`config.mk`:
```
export PLATFORM = sky130hd
export DESIGN_NAME = mouse_pos_sync_flat
export DESIGN_NICKNAME = d
export VERILOG_FILES = /design/src/rtl/mouse_pos_sync_if.sv /design/src/rtl/mouse_pos_sync.sv /design/src/flat_wrapper.sv
export SDC_FILE = /design/constraint.sdc
export NUM_CORES = 1
export LEC_CHECK = 0
export CAP_MARGIN = 10
export CORE_MARGIN = 2
export CORE_UTILIZATION = 50
export CTS_CLUSTER_DIAMETER = 200
export DETAILED_ROUTE_END_ITERATION = 12
export MAX_ROUTING_LAYER = met4
export PLACE_DENSITY = 0.74
export SLEW_MARGIN = 15
export SYNTH_ARGS = -nofsm -noshare
export SYNTH_HDL_FRONTEND = slang
export SYNTH_SLANG_ARGS = --single-unit
```
`constraint.sdc`:
```
create_clock -name clk -period 2.68 [get_ports clk]
set_input_delay 0.268 -clock clk [delete_from_list [all_inputs] [get_ports clk]]
set_output_delay 0.268 -clock clk [all_outputs]
set_load 0.005 [all_outputs]
```
`src/rtl/mouse_pos_sync_if.sv`:
```
// Mouse position bus: raw controller inputs in, conditioned position and button out.
// The master side drives the raw inputs; the slave side is the conditioning stage.
interface mouse_pos_sync_if #(
  parameter int WIDTH = 12
);
  logic [WIDTH-1:0] x_in;
  logic [WIDTH-1:0] y_in;
  logic             left_in;
  logic [WIDTH-1:0] x_out;
  logic [WIDTH-1:0] y_out;
  logic             moved;
  logic             left_out;
  logic             left_press;

  modport master (
    output x_in, y_in, left_in,
    input  x_out, y_out, moved, left_out, left_press
  );

  modport slave (
    input  x_in, y_in, left_in,
    output x_out, y_out, moved, left_out, left_press
  );
endinterface

```
`src/rtl/mouse_pos_sync.sv`:
```
// Mouse position conditioning: synchroniser chain, stability filter with clamp,
// and one-cycle strobes for position change and left-button press.
module mouse_pos_sync #(
  parameter int WIDTH         = 12,
  parameter int STAGES        = 2,
  parameter int STABLE_CYCLES = 4,
  parameter int X_MAX         = 799,
  parameter int Y_MAX         = 599
) (
  input  logic              clk,
  input  logic              rst_n,
  mouse_pos_sync_if.slave   bus
);
  localparam int CW = $clog2(STABLE_CYCLES) + 1;
  localparam int SW = 2 * WIDTH + 1;
  localparam logic [CW-1:0]    CNT_LAST = CW'(STABLE_CYCLES - 1);
  localparam logic [WIDTH-1:0] XM       = WIDTH'(X_MAX);
  localparam logic [WIDTH-1:0] YM       = WIDTH'(Y_MAX);

  logic [SW-1:0]      sync_q [STAGES];
  logic [2*WIDTH-1:0] cand_q, cand_d;
  logic [CW-1:0]      cnt_q, cnt_d;
  logic [WIDTH-1:0]   x_q, x_d, y_q, y_d;
  logic               moved_q, moved_d;
  logic               left_prev_q;
  logic               press_q, press_d;
  logic [2*WIDTH-1:0] s_xy;
  logic               s_left;
  logic [WIDTH-1:0]   x_pub, y_pub;

  assign s_xy   = sync_q[STAGES-1][SW-1:1];
  assign s_left = sync_q[STAGES-1][0];

  always_ff @(posedge clk or negedge rst_n) begin
    if (!rst_n) begin
      for (int i = 0; i < STAGES; i++) sync_q[i] <= '0;
    end else begin
      sync_q[0] <= {bus.x_in, bus.y_in, bus.left_in};
      for (int i = 1; i < STAGES; i++) sync_q[i] <= sync_q[i-1];
    end
  end

  // X and Y qualify together; a saturated count keeps re-publishing the same
  // clamped value, which the output compare turns into a single moved pulse.
  always_comb begin
    cand_d  = cand_q;
    cnt_d   = cnt_q;
    x_d     = x_q;
    y_d     = y_q;
    moved_d = 1'b0;
    x_pub   = (cand_q[2*WIDTH-1:WIDTH] > XM) ? XM : cand_q[2*WIDTH-1:WIDTH];
    y_pub   = (cand_q[WIDTH-1:0] > YM) ? YM : cand_q[WIDTH-1:0];
    if (s_xy != cand_q) begin
      cand_d = s_xy;
      cnt_d  = '0;
    end else if (cnt_q != CNT_LAST) begin
      cnt_d = cnt_q + CW'(1);
    end else if ({x_pub, y_pub} != {x_q, y_q}) begin
      x_d     = x_pub;
      y_d     = y_pub;
      moved_d = 1'b1;
    end
    press_d = s_left & ~left_prev_q;
  end

  always_ff @(posedge clk or negedge rst_n) begin
    if (!rst_n) begin
      cand_q      <= '0;
      cnt_q       <= '0;
      x_q         <= '0;
      y_q         <= '0;
      moved_q     <= 1'b0;
      left_prev_q <= 1'b0;
      press_q     <= 1'b0;
    end else begin
      cand_q      <= cand_d;
      cnt_q       <= cnt_d;
      x_q         <= x_d;
      y_q         <= y_d;
      moved_q     <= moved_d;
      left_prev_q <= s_left;
      press_q     <= press_d;
    end
  end

  assign bus.x_out      = x_q;
  assign bus.y_out      = y_q;
  assign bus.moved      = moved_q;
  assign bus.left_out   = s_left;
  assign bus.left_press = press_q;
endmodule

```
`src/flat_wrapper.sv`:
```
// flat-port wrapper written by rule: the top's interface ports become plain ports
module mouse_pos_sync_flat 
#(
  parameter int WIDTH         = 12,
  parameter int STAGES        = 2,
  parameter int STABLE_CYCLES = 4,
  parameter int X_MAX         = 799,
  parameter int Y_MAX         = 599
)
  (clk, rst_n, bus_x_in, bus_y_in, bus_left_in, bus_x_out, bus_y_out, bus_moved, bus_left_out, bus_left_press);
  mouse_pos_sync_if #(.WIDTH(WIDTH)) bus_i ();
  input  logic clk;
  input  logic rst_n;
  input wire logic [$bits(bus_i.x_in)-1:0] bus_x_in;
  input wire logic [$bits(bus_i.y_in)-1:0] bus_y_in;
  input wire logic [$bits(bus_i.left_in)-1:0] bus_left_in;
  output wire logic [$bits(bus_i.x_out)-1:0] bus_x_out;
  output wire logic [$bits(bus_i.y_out)-1:0] bus_y_out;
  output wire logic [$bits(bus_i.moved)-1:0] bus_moved;
  output wire logic [$bits(bus_i.left_out)-1:0] bus_left_out;
  output wire logic [$bits(bus_i.left_press)-1:0] bus_left_press;
  assign bus_i.x_in = bus_x_in;
  assign bus_i.y_in = bus_y_in;
  assign bus_i.left_in = bus_left_in;
  assign bus_x_out = bus_i.x_out;
  assign bus_y_out = bus_i.y_out;
  assign bus_moved = bus_i.moved;
  assign bus_left_out = bus_i.left_out;
  assign bus_left_press = bus_i.left_press;
  mouse_pos_sync #(.WIDTH(WIDTH), .STAGES(STAGES), .STABLE_CYCLES(STABLE_CYCLES), .X_MAX(X_MAX), .Y_MAX(Y_MAX)) u_core (.clk(clk), .rst_n(rst_n), .bus(bus_i));
endmodule
```
Word-level counts from Yosys, hierarchy flattened
Cells that the tools add are included.
{"block": "classes", "add_sub_neg": 1, "magnitude_cmp": 2, "eq_ne": 3, "mux": 7, "bitwise": 4, "n_reduce_logical": 2}
{"cell": "$ne 24x24->1", "n": 2}
{"cell": "$gt 12x10->1 const B", "n": 2}
{"cell": "$mux 12", "n": 2}
{"cell": "$mux 3", "n": 2}
{"cell": "$add 3x1->3 const B", "n": 1}
{"cell": "$mux 1", "n": 3}
{"cell": "$ne 3x2->1 const B", "n": 1}
{"cell": "$not 1->1", "n": 3}
{"cell": "$reduce_and 3->1", "n": 1}
{"cell": "$reduce_bool 2->1", "n": 1}
{"cell": "$and 1x1->1", "n": 1}
{"block": "word_totals", "regBits": 104, "out_inout_bits": 27}

Logic depth before layout (Yosys ltp)
Gate-level depths: netlist (run 1).
{"block": "logic_depth", "ltp_word": 6, "ltp_mapped": 9}

Least setup slack after synthesis (run 1)
No wires, ideal clock.
{"block": "synth_path", "path_kind": "flip-flop to flip-flop", "from": "register u_core.cand_q[6]", "to": "register u_core.y_q[1] (netlist: u_core.bus.y_out[1])", "arrival_ns": 2.083, "t_required_ns": 2.555, "setup_slack_ns": 0.472, "stages_incl_launch_ff": 9, "n_path_buf": 1, "period_less_slack_ns": 2.208, "path_cell_list": "dfrtp_1 -> buf_2 -> a211o_1 -> o21ai_2 -> a21oi_1 -> o31ai_2 -> a21oi_2 -> a211oi_4 -> mux2_2"}
{"block": "synth_between", "elab_chain_len": 4, "elab_cells_between_ends": 6, "cone_classes": "order compare (1); eq/ne (2); mux (1); bitwise (1); reduce/logical (1)"}
{"element": "from (decl)", "line": "mouse_pos_sync.sv:21", "rtl": "logic [2*WIDTH-1:0] cand_q, cand_d;"}
{"element": "from (signal assigned)", "line": "mouse_pos_sync.sv:76", "rtl": "cand_q <= cand_d;"}
{"element": "$gt 12x10->1", "line": "mouse_pos_sync.sv:52", "rtl": "y_pub = (cand_q[WIDTH-1:0] > YM) ? YM : cand_q[WIDTH-1:0];"}
{"element": "$mux 12", "line": "mouse_pos_sync.sv:52"}
{"element": "$ne 24x24->1", "line": "mouse_pos_sync.sv:58", "rtl": "end else if ({x_pub, y_pub} != {x_q, y_q}) begin"}
{"element": "$reduce_and 3->1 (no line)"}
{"element": "to (signal assigned)", "line": "mouse_pos_sync.sv:79", "rtl": "y_q <= y_d;"}
{"element": "to (decl)", "line": "mouse_pos_sync.sv:23", "rtl": "logic [WIDTH-1:0] x_q, x_d, y_q, y_d;"}
Several ways; a longest one is shown, not always the timed one.
A chain may end at the register's enable or synchronous reset.

Final worst setup path (run 1)
{"block": "layout_path", "from": "register u_core.y_q[10] (netlist: u_core.bus.y_out[10])", "to": "register u_core.y_q[3] (netlist: u_core.bus.y_out[3])"}
{"block": "layout_between", "elab_chain_len": 2}
{"element": "$ne 24x24->1", "line": "mouse_pos_sync.sv:58"}
{"element": "$reduce_and 3->1 (no line)"}
No other way between the ends.

==> flow_summary.json, run 1 <==
{
  "status": "finished, final reports clean",
  "netSwitchingFraction_pct": 22.9,
  "grt_max_degree": 57,
  "num_rows": 32,
  "start_util_pct": 51.6,
  "drt_iter0_drc": 184,
  "path_delay_family": "simple AND/OR/NAND/NOR gates",
  "dr.pass1.iters": 5,
  "drive_gt1_share_pct": 9.46,
  "syn_area_um2": 3960,
  "postCtsHoldBufs": 1,
  "p_switching_mw": 0.637,
  "place.port_buffers": 53,
  "wire_per_inst_um": 14.4,
  "synth_nets": 333,
  "vias": 2303,
  "place_hpwl_mm": 4.81,
  "synth_common_cells": "104 x dfrtp_1, 24 x clkbuf_1, 19 x inv_1, 19 x xnor2_1, 16 x mux2i_1",
  "crit_type": "flip-flop to flip-flop",
  "power.density_nw_per_um2": 586,
  "post-route-cell-area_um2": 4750,
  "synth_area_leaders": "dfrtp_1 66%, xnor2_1 4.2%, mux2i_1 4.0%, xor2_1 2.9%, clkbuf_1 2.3%",
  "grt_pass1_wl_mm": 11.0,
  "synth_top_area_share_pct": 65.7,
  "rsz0062_at_grt": "false",
  "max_cap_viol_count": 0,
  "synth_warnings": 0,
  "max_freq_mhz": 405,
  "n_antenna_cell": 0,
  "p_clk_share_pct": 34.5,
  "area_delta_synth_final_pct": 19.9,
  "dpl_cell_area_um2": 4550,
  "antenna_left": 0,
  "p_comb_share_pct": 5.3,
  "die_area_um2": 8660,
  "cts_root_buf": "clkbuf_8",
  "cts_htree_levels": 3,
  "antenna_found_initial": 0,
  "worstHoldPathType": "primary input to flip-flop",
  "required_ps": 2930,
  "grt_overflow": 0,
  "cp-end-kind": "flip-flop",
  "drt_wl_total_mm": 6.49,
  "via_per_inst": 5.11,
  "cts_resized": 0,
  "finalCritPeriodShare_pct": 92.1,
  "synth.most_common_cell": "dfrtp_1",
  "ys.flop_type": "dfrtp_1",
  "synth-seq-cells": 104,
  "vdd_drop_max_uv": 364,
  "num-nets-final": 373,
  "intPower_mw": 2.15,
  "fillCellCount": 630,
  "start_kind": "flip-flop",
  "track_usage_pct": 17.4,
  "die_w_um": 93.0,
  "postSynthAreaPerCell_um2": 13.0,
  "leakage_nw": 1.99,
  "hold_viol": 0,
  "slew_headroom_pct": 56.4,
  "synth.distinct_cells": 51,
  "clk_path_buf_depth": 2,
  "setup_viol": 0,
  "post_cts_buffers": 0,
  "cp_slowest_cell": "dfrtp_1",
  "core_um2": 7690,
  "clock_sinks": 104,
  "grt_pass1_vias": 2215,
  "setup-tns-final_ps": 0,
  "clk_latency_ps": 360,
  "postSynthCellCount": 304,
  "cp_slowest_stage_delay_ps": 410,
  "ys_seq_area_share_pct": 65.7,
  "drc": 0,
  "die_y_um": 93.0,
  "cts_tree": "yes",
  "worstMarginPinSlew_ps": 655,
  "cp.arrival_ps": 2720,
  "skew_ps": 11.8,
  "p_seq_share_pct": 60.2,
  "synthArstFlopShare_pct": 100,
  "cts_buffers": 9,
  "gp_congestion": 0.901,
  "cp_max_fo": 5,
  "synth_edf_count": 0,
  "path_buf_inv": 1,
  "slew_viol_final": 0,
  "io_pins": 54,
  "yosysTopAreaCell": "dfrtp_1",
  "min_period_ps": 2470,
  "path_clk_slew_ps": 100,
  "crit_chain": "nor4_1 > o21ai_0 > nor4b_1 > o211ai_1 > nor4_4 > a211oi_4 > buf_4 > mux2_2"
}
## final cells by class
cell class                      count  area (um2)  area share (%)
Clock buffer                       11         131            2.76
Clock inverter                      5        63.8            1.34
Timing Repair Buffer               58         593            12.5
Multi-Input combinational cell    152        1160            24.5
Inverter                           19        71.3            1.50
Sequential cell                   104        2600            54.8
Tap cell                          102         128            2.69
## per-stage QoR
step / hold WS, ps / std cells / power (mW) / utilization, % / worst slack, ps
after floorplan: -27.6 / 304 / 1.77 / - / 472
after global placement: 332 / 434 / 1.85 / 59.1 / 245
after detailed placement: 335 / 434 / 1.86 / 59.1 / 215
after CTS: 319 / 451 / 2.81 / 61.8 / 222
after global routing: 310 / 451 / 2.91 / 61.8 / 45.2
final: 334 / 451 / 2.79 / 61.8 / 212
## final timing paths
path | start | to | slack [ps] | cells past startpoint
min | bus_x_in[10] | u_core.sync_q[48]$_DFF_PN0_ | 330 | 1
max | u_core.bus.y_out[10]$_DFFE_PN0P_ | u_core.bus.y_out[3]$_DFFE_PN0P_ | 210 | 8
max in group asynchronous | rst_n | u_core.cand_q[12]$_DFFE_PN0N_ | 1520 | 3
min in group asynchronous | rst_n | u_core.sync_q[25]$_DFF_PN0_ | 470 | 2
max reg2reg | u_core.bus.y_out[10]$_DFFE_PN0P_ | u_core.bus.y_out[3]$_DFFE_PN0P_ | 210 | 8
min reg2reg | u_core.sync_q[32]$_DFF_PN0_ | u_core.s_xy[6]$_DFF_PN0_ | 350 | 0
## layout by cell type (no fill, tap or decap), types with 3 or more instances in the layout
cell	Yosys	layout
nand2_1	6	6
nor2b_1	5	5
nor4_1	6	6
nand3_1	8	8
xor2_1	13	13
mux2i_1	16	16
nand4_1	4	4
o21ai_0	3	3
inv_1	19	19
and3_1	4	4
nor3_1	5	5
mux2_2	5	5
xnor2_1	19	19
inv_6	0	3
nor2_1	14	14
a21oi_1	6	6
dfrtp_1	104	104
clkdlybuf4s50_1	0	52
clkbuf_8	0	9
a31oi_1	3	3
buf_4	0	3
## worst reg2reg max path, cell delays in order, from the launching register on
cell	delay (ps)
dfrtp_1	410
nor4_1	380
o21ai_0	160
nor4b_1	330
o211ai_1	210
nor4_4	330
a211oi_4	110
buf_4	180
mux2_2	270
## metal layers
layer,track usage [%],vias to the layer above,share of wire [%]
li1,-,1107,-
met1,24.3,1123,46
met2,25.3,67,47
met3,3.63,6,4.8
met4,6.99,0,1.5
met5,-,-,0
## registers in the layout, summed over array words and instances (netlist names)
register and cells:
u_core.bus.y_out 12, u_core.bus.left_out 1, u_core.bus.left_press 1, u_core.cnt_q 3, u_core.left_prev_q 1, u_core.bus.moved 1
u_core.cand_q 24, u_core.sync_q 25, u_core.bus.x_out 12, u_core.s_xy 24
## cell families after synthesis
group	count (synthesis)	synth area share (%)
flip-flops	104	65.7
AND/OR/NAND/NOR	63	9.22
AO/OA/AOI/OAI	34	6.95
multiplexers	21	5.46
buffers and inverters	48	5.02
XOR/XNOR	32	7.07
adder cells (fa/ha/maj)	2	0.631
## power by group through the flow
stage / combinational, mW / clock (mW) / sequential (mW)
2_1_floorplan: 0.0790 / 0 / 1.69
3_3_place_gp: 0.148 / 0 / 1.71
3_5_place_dp: 0.150 / 0 / 1.71
4_1_cts: 0.152 / 0.983 / 1.68
5_1_grt: 0.167 / 1.06 / 1.69
6_report: 0.149 / 0.960 / 1.68
(Power assumes the default switching activity.)
==> run 2, diff against run 1 <==
==> constraint.sdc (replaced) <==
create_clock -name clk -period 2.68 [get_ports clk]
set_input_delay 0.268 -clock clk [delete_from_list [all_inputs] [get_ports clk]]
set_output_delay 0.268 -clock clk [all_outputs]
set_load 0.05 [all_outputs]
==> results of run 2 <==
The final DEF is identical to that of run 1. Status: finished, final reports clean.
==> run 3, diff against run 2 <==
CORE_ASPECT_RATIO = 2   (was unset)
CORE_MARGIN = 5   (was 2)
==> run 3 against run 2 <==
Against the previous run:
- count of clock-buffer cells in the layout fell by 1
- largest power group unchanged
- die area rose by 15%
- cell area rose by 2.4%
- global-route usage fell by 0.93 points
- combinational power barely moved
- sequential share of layout area fell by 1.3 points
==> flow_summary.json, run 3 (synthesis gave the netlist of run 1 again) <==
{
  "finalCritPeriodShare_pct": 91.6,
  "cts_tree": "yes",
  "fillCellCount": 635,
  "cp.arrival_ps": 2710,
  "multiInputGateArea_um2": 1170,
  "worst_slack_ps": 226,
  "rsz0062_at_grt": "false",
  "drt_iter0_drc": 177,
  "grt_max_degree": 59,
  "drt_wl_total_mm": 7.03,
  "worstHoldPathType": "flip-flop to flip-flop",
  "clock_sinks": 104,
  "crit_type": "flip-flop to flip-flop",
  "layout_commonest_cell": "dfrtp_1",
  "start_kind": "flip-flop",
  "largest_register_ff_count": 25,
  "via_per_inst": 5.22,
  "track_usage_pct": 16.5,
  "die_area_um2": 9920,
  "seq_area_um2": 2600,
  "grt_overflow": 0,
  "required_ps": 2930,
  "slew_headroom_pct": 59.2,
  "drc": 0,
  "max_cap_viol_count": 0,
  "min_period_ps": 2450,
  "cp-end-kind": "flip-flop",
  "die_w_um": 73.0,
  "vdd_drop_max_uv": 737,
  "num_rows": 46,
  "skew_ps": 5.18,
  "gp_congestion": 0.908,
  "path_clk_slew_ps": 70,
  "setup-tns-final_ps": 0,
  "cp_max_fo": 16,
  "cts_buffers": 9,
  "num-nets-final": 374,
  "setup_viol": 0,
  "slew_viol_final": 0,
  "place.port_buffers": 53,
  "dr.pass1.iters": 4,
  "hold-worst-slack_ps": 349,
  "place_hpwl_mm": 5.28,
  "area_delta_synth_final_pct": 22.8,
  "wire_per_inst_um": 15.8,
  "vias": 2327,
  "final_cells": 446,
  "start_util_pct": 50.6,
  "top_register": "u_core.sync_q",
  "leakage_nw": 2.04,
  "status": "finished, final reports clean",
  "grt_pass1_wl_mm": 11.9,
  "layout_common_cells": "104 x dfrtp_1, 52 x clkdlybuf4s50_1, 19 x inv_1, 19 x xnor2_1, 16 x mux2i_1",
  "antenna_found_initial": 0,
  "hold_viol": 0,
  "cts_htree_levels": 3,
  "grt_pass1_vias": 2398,
  "drive_gt1_share_pct": 10.6,
  "max_freq_mhz": 407,
  "clk_latency_ps": 340,
  "clk_path_buf_depth": 2,
  "n_antenna_cell": 0,
  "dp_slack_ps": 26.2,
  "io_pins": 54,
  "totalPowerFinal_mw": 3.14,
  "dp.cells": 428,
  "worstMarginPinSlew_ps": 612,
  "cts_root_buf": "clkbuf_16",
  "core_um2": 7830,
  "antenna_left": 0,
  "power.density_nw_per_um2": 644,
  "die_y_um": 136
}
==> run 3: cell types whose count changed in the layout (fill, tap and decap cells not counted) <==
cell | before | now
clkinv_2 | 0 | 1
clkbuf_1 | 2 | 1
clkbuf_16 | 0 | 9
o31ai_2 | 1 | 2
o21ai_0 | 3 | 2
clkbuf_8 | 9 | 0
buf_4 | 3 | 4
inv_8 | 0 | 2
nor2_1 | 14 | 13
inv_6 | 3 | 1
o21ai_1 | 0 | 1
o31ai_1 | 1 | 0
nor2_2 | 0 | 1
==> run 3: layout make-up <==
type                    count  area share [%]
flip-flops and latches    104            53.5
multi-input cells         152            24.0
repair buffers             59            12.3
clock buffers              10            4.70
well taps                  96            2.47
clock inverters             6            1.52
inverters                  19            1.47
==> run 3: metrics by stage <==
stage          utilization (%)  instance area [um2]
2_1_floorplan                -                 3960
3_3_place_gp              57.8                 4530
3_5_place_dp              57.8                 4530
4_1_cts                   62.1                 4860
5_1_grt                   62.2                 4870
6_report                  62.2                 4870
==> run 3: what timing repair did <==
| action | in CTS | in global routing |
|---|---|---|
| gates cloned | 0 | 0 |
| pin swaps | 1 | 2 |
| endpoints found under the hold margin | 46 | 0 |
| setup buffers | 1 | 0 |
| setup endpoints to repair | 1 | 3 |
| hold buffers | 1 | 0 |
| resized for setup | 0 | 3 |
==> run 3: power breakdown <==
part | internal, mW | switching (mW)
Clock | 0.739 | 0.562
Combinational | 0.0801 | 0.0763
Sequential | 1.63 | 0.0514
==> run 3: path summary, 6_finish.rpt <==
| check | slack, ps | startpoint | to | cells past startpoint |
|---|---|---|---|---|
| worst max-delay path | 230 | u_core.cand_q[5]$_DFFE_PN0N_ | u_core.bus.x_out[8]$_DFFE_PN0P_ | 8 |
| worst min-delay path | 350 | u_core.sync_q[38]$_DFF_PN0_ | u_core.s_xy[12]$_DFF_PN0_ | 0 |
| worst max register to register | 230 | u_core.cand_q[5]$_DFFE_PN0N_ | u_core.bus.x_out[8]$_DFFE_PN0P_ | 8 |
| worst min register to register | 350 | u_core.sync_q[38]$_DFF_PN0_ | u_core.s_xy[12]$_DFF_PN0_ | 0 |
| max in group asynchronous | 1490 | rst_n | u_core.s_xy[11]$_DFF_PN0_ | 3 |
| min in group asynchronous | 490 | rst_n | u_core.bus.x_out[11]$_DFFE_PN0P_ | 2 |
==> run 3: worst max-delay path: stages, from the launching register on <==
cell and delay, ps:
dfrtp_1 470, a211o_1 330, o21ai_2 200, o211ai_1 120, a21oi_1 290, nor4_4 90, a211oi_4 310, buf_4 310
mux2i_1 240
==> run 3: per-layer routing <==
metal  wire, um  track usage (%)  part of all wire [%]
met5          0                -                     0
met4        162             6.67                   2.3
met1       2820             19.5                    40
met2       3680             26.7                    52
met3        368             4.07                   5.2
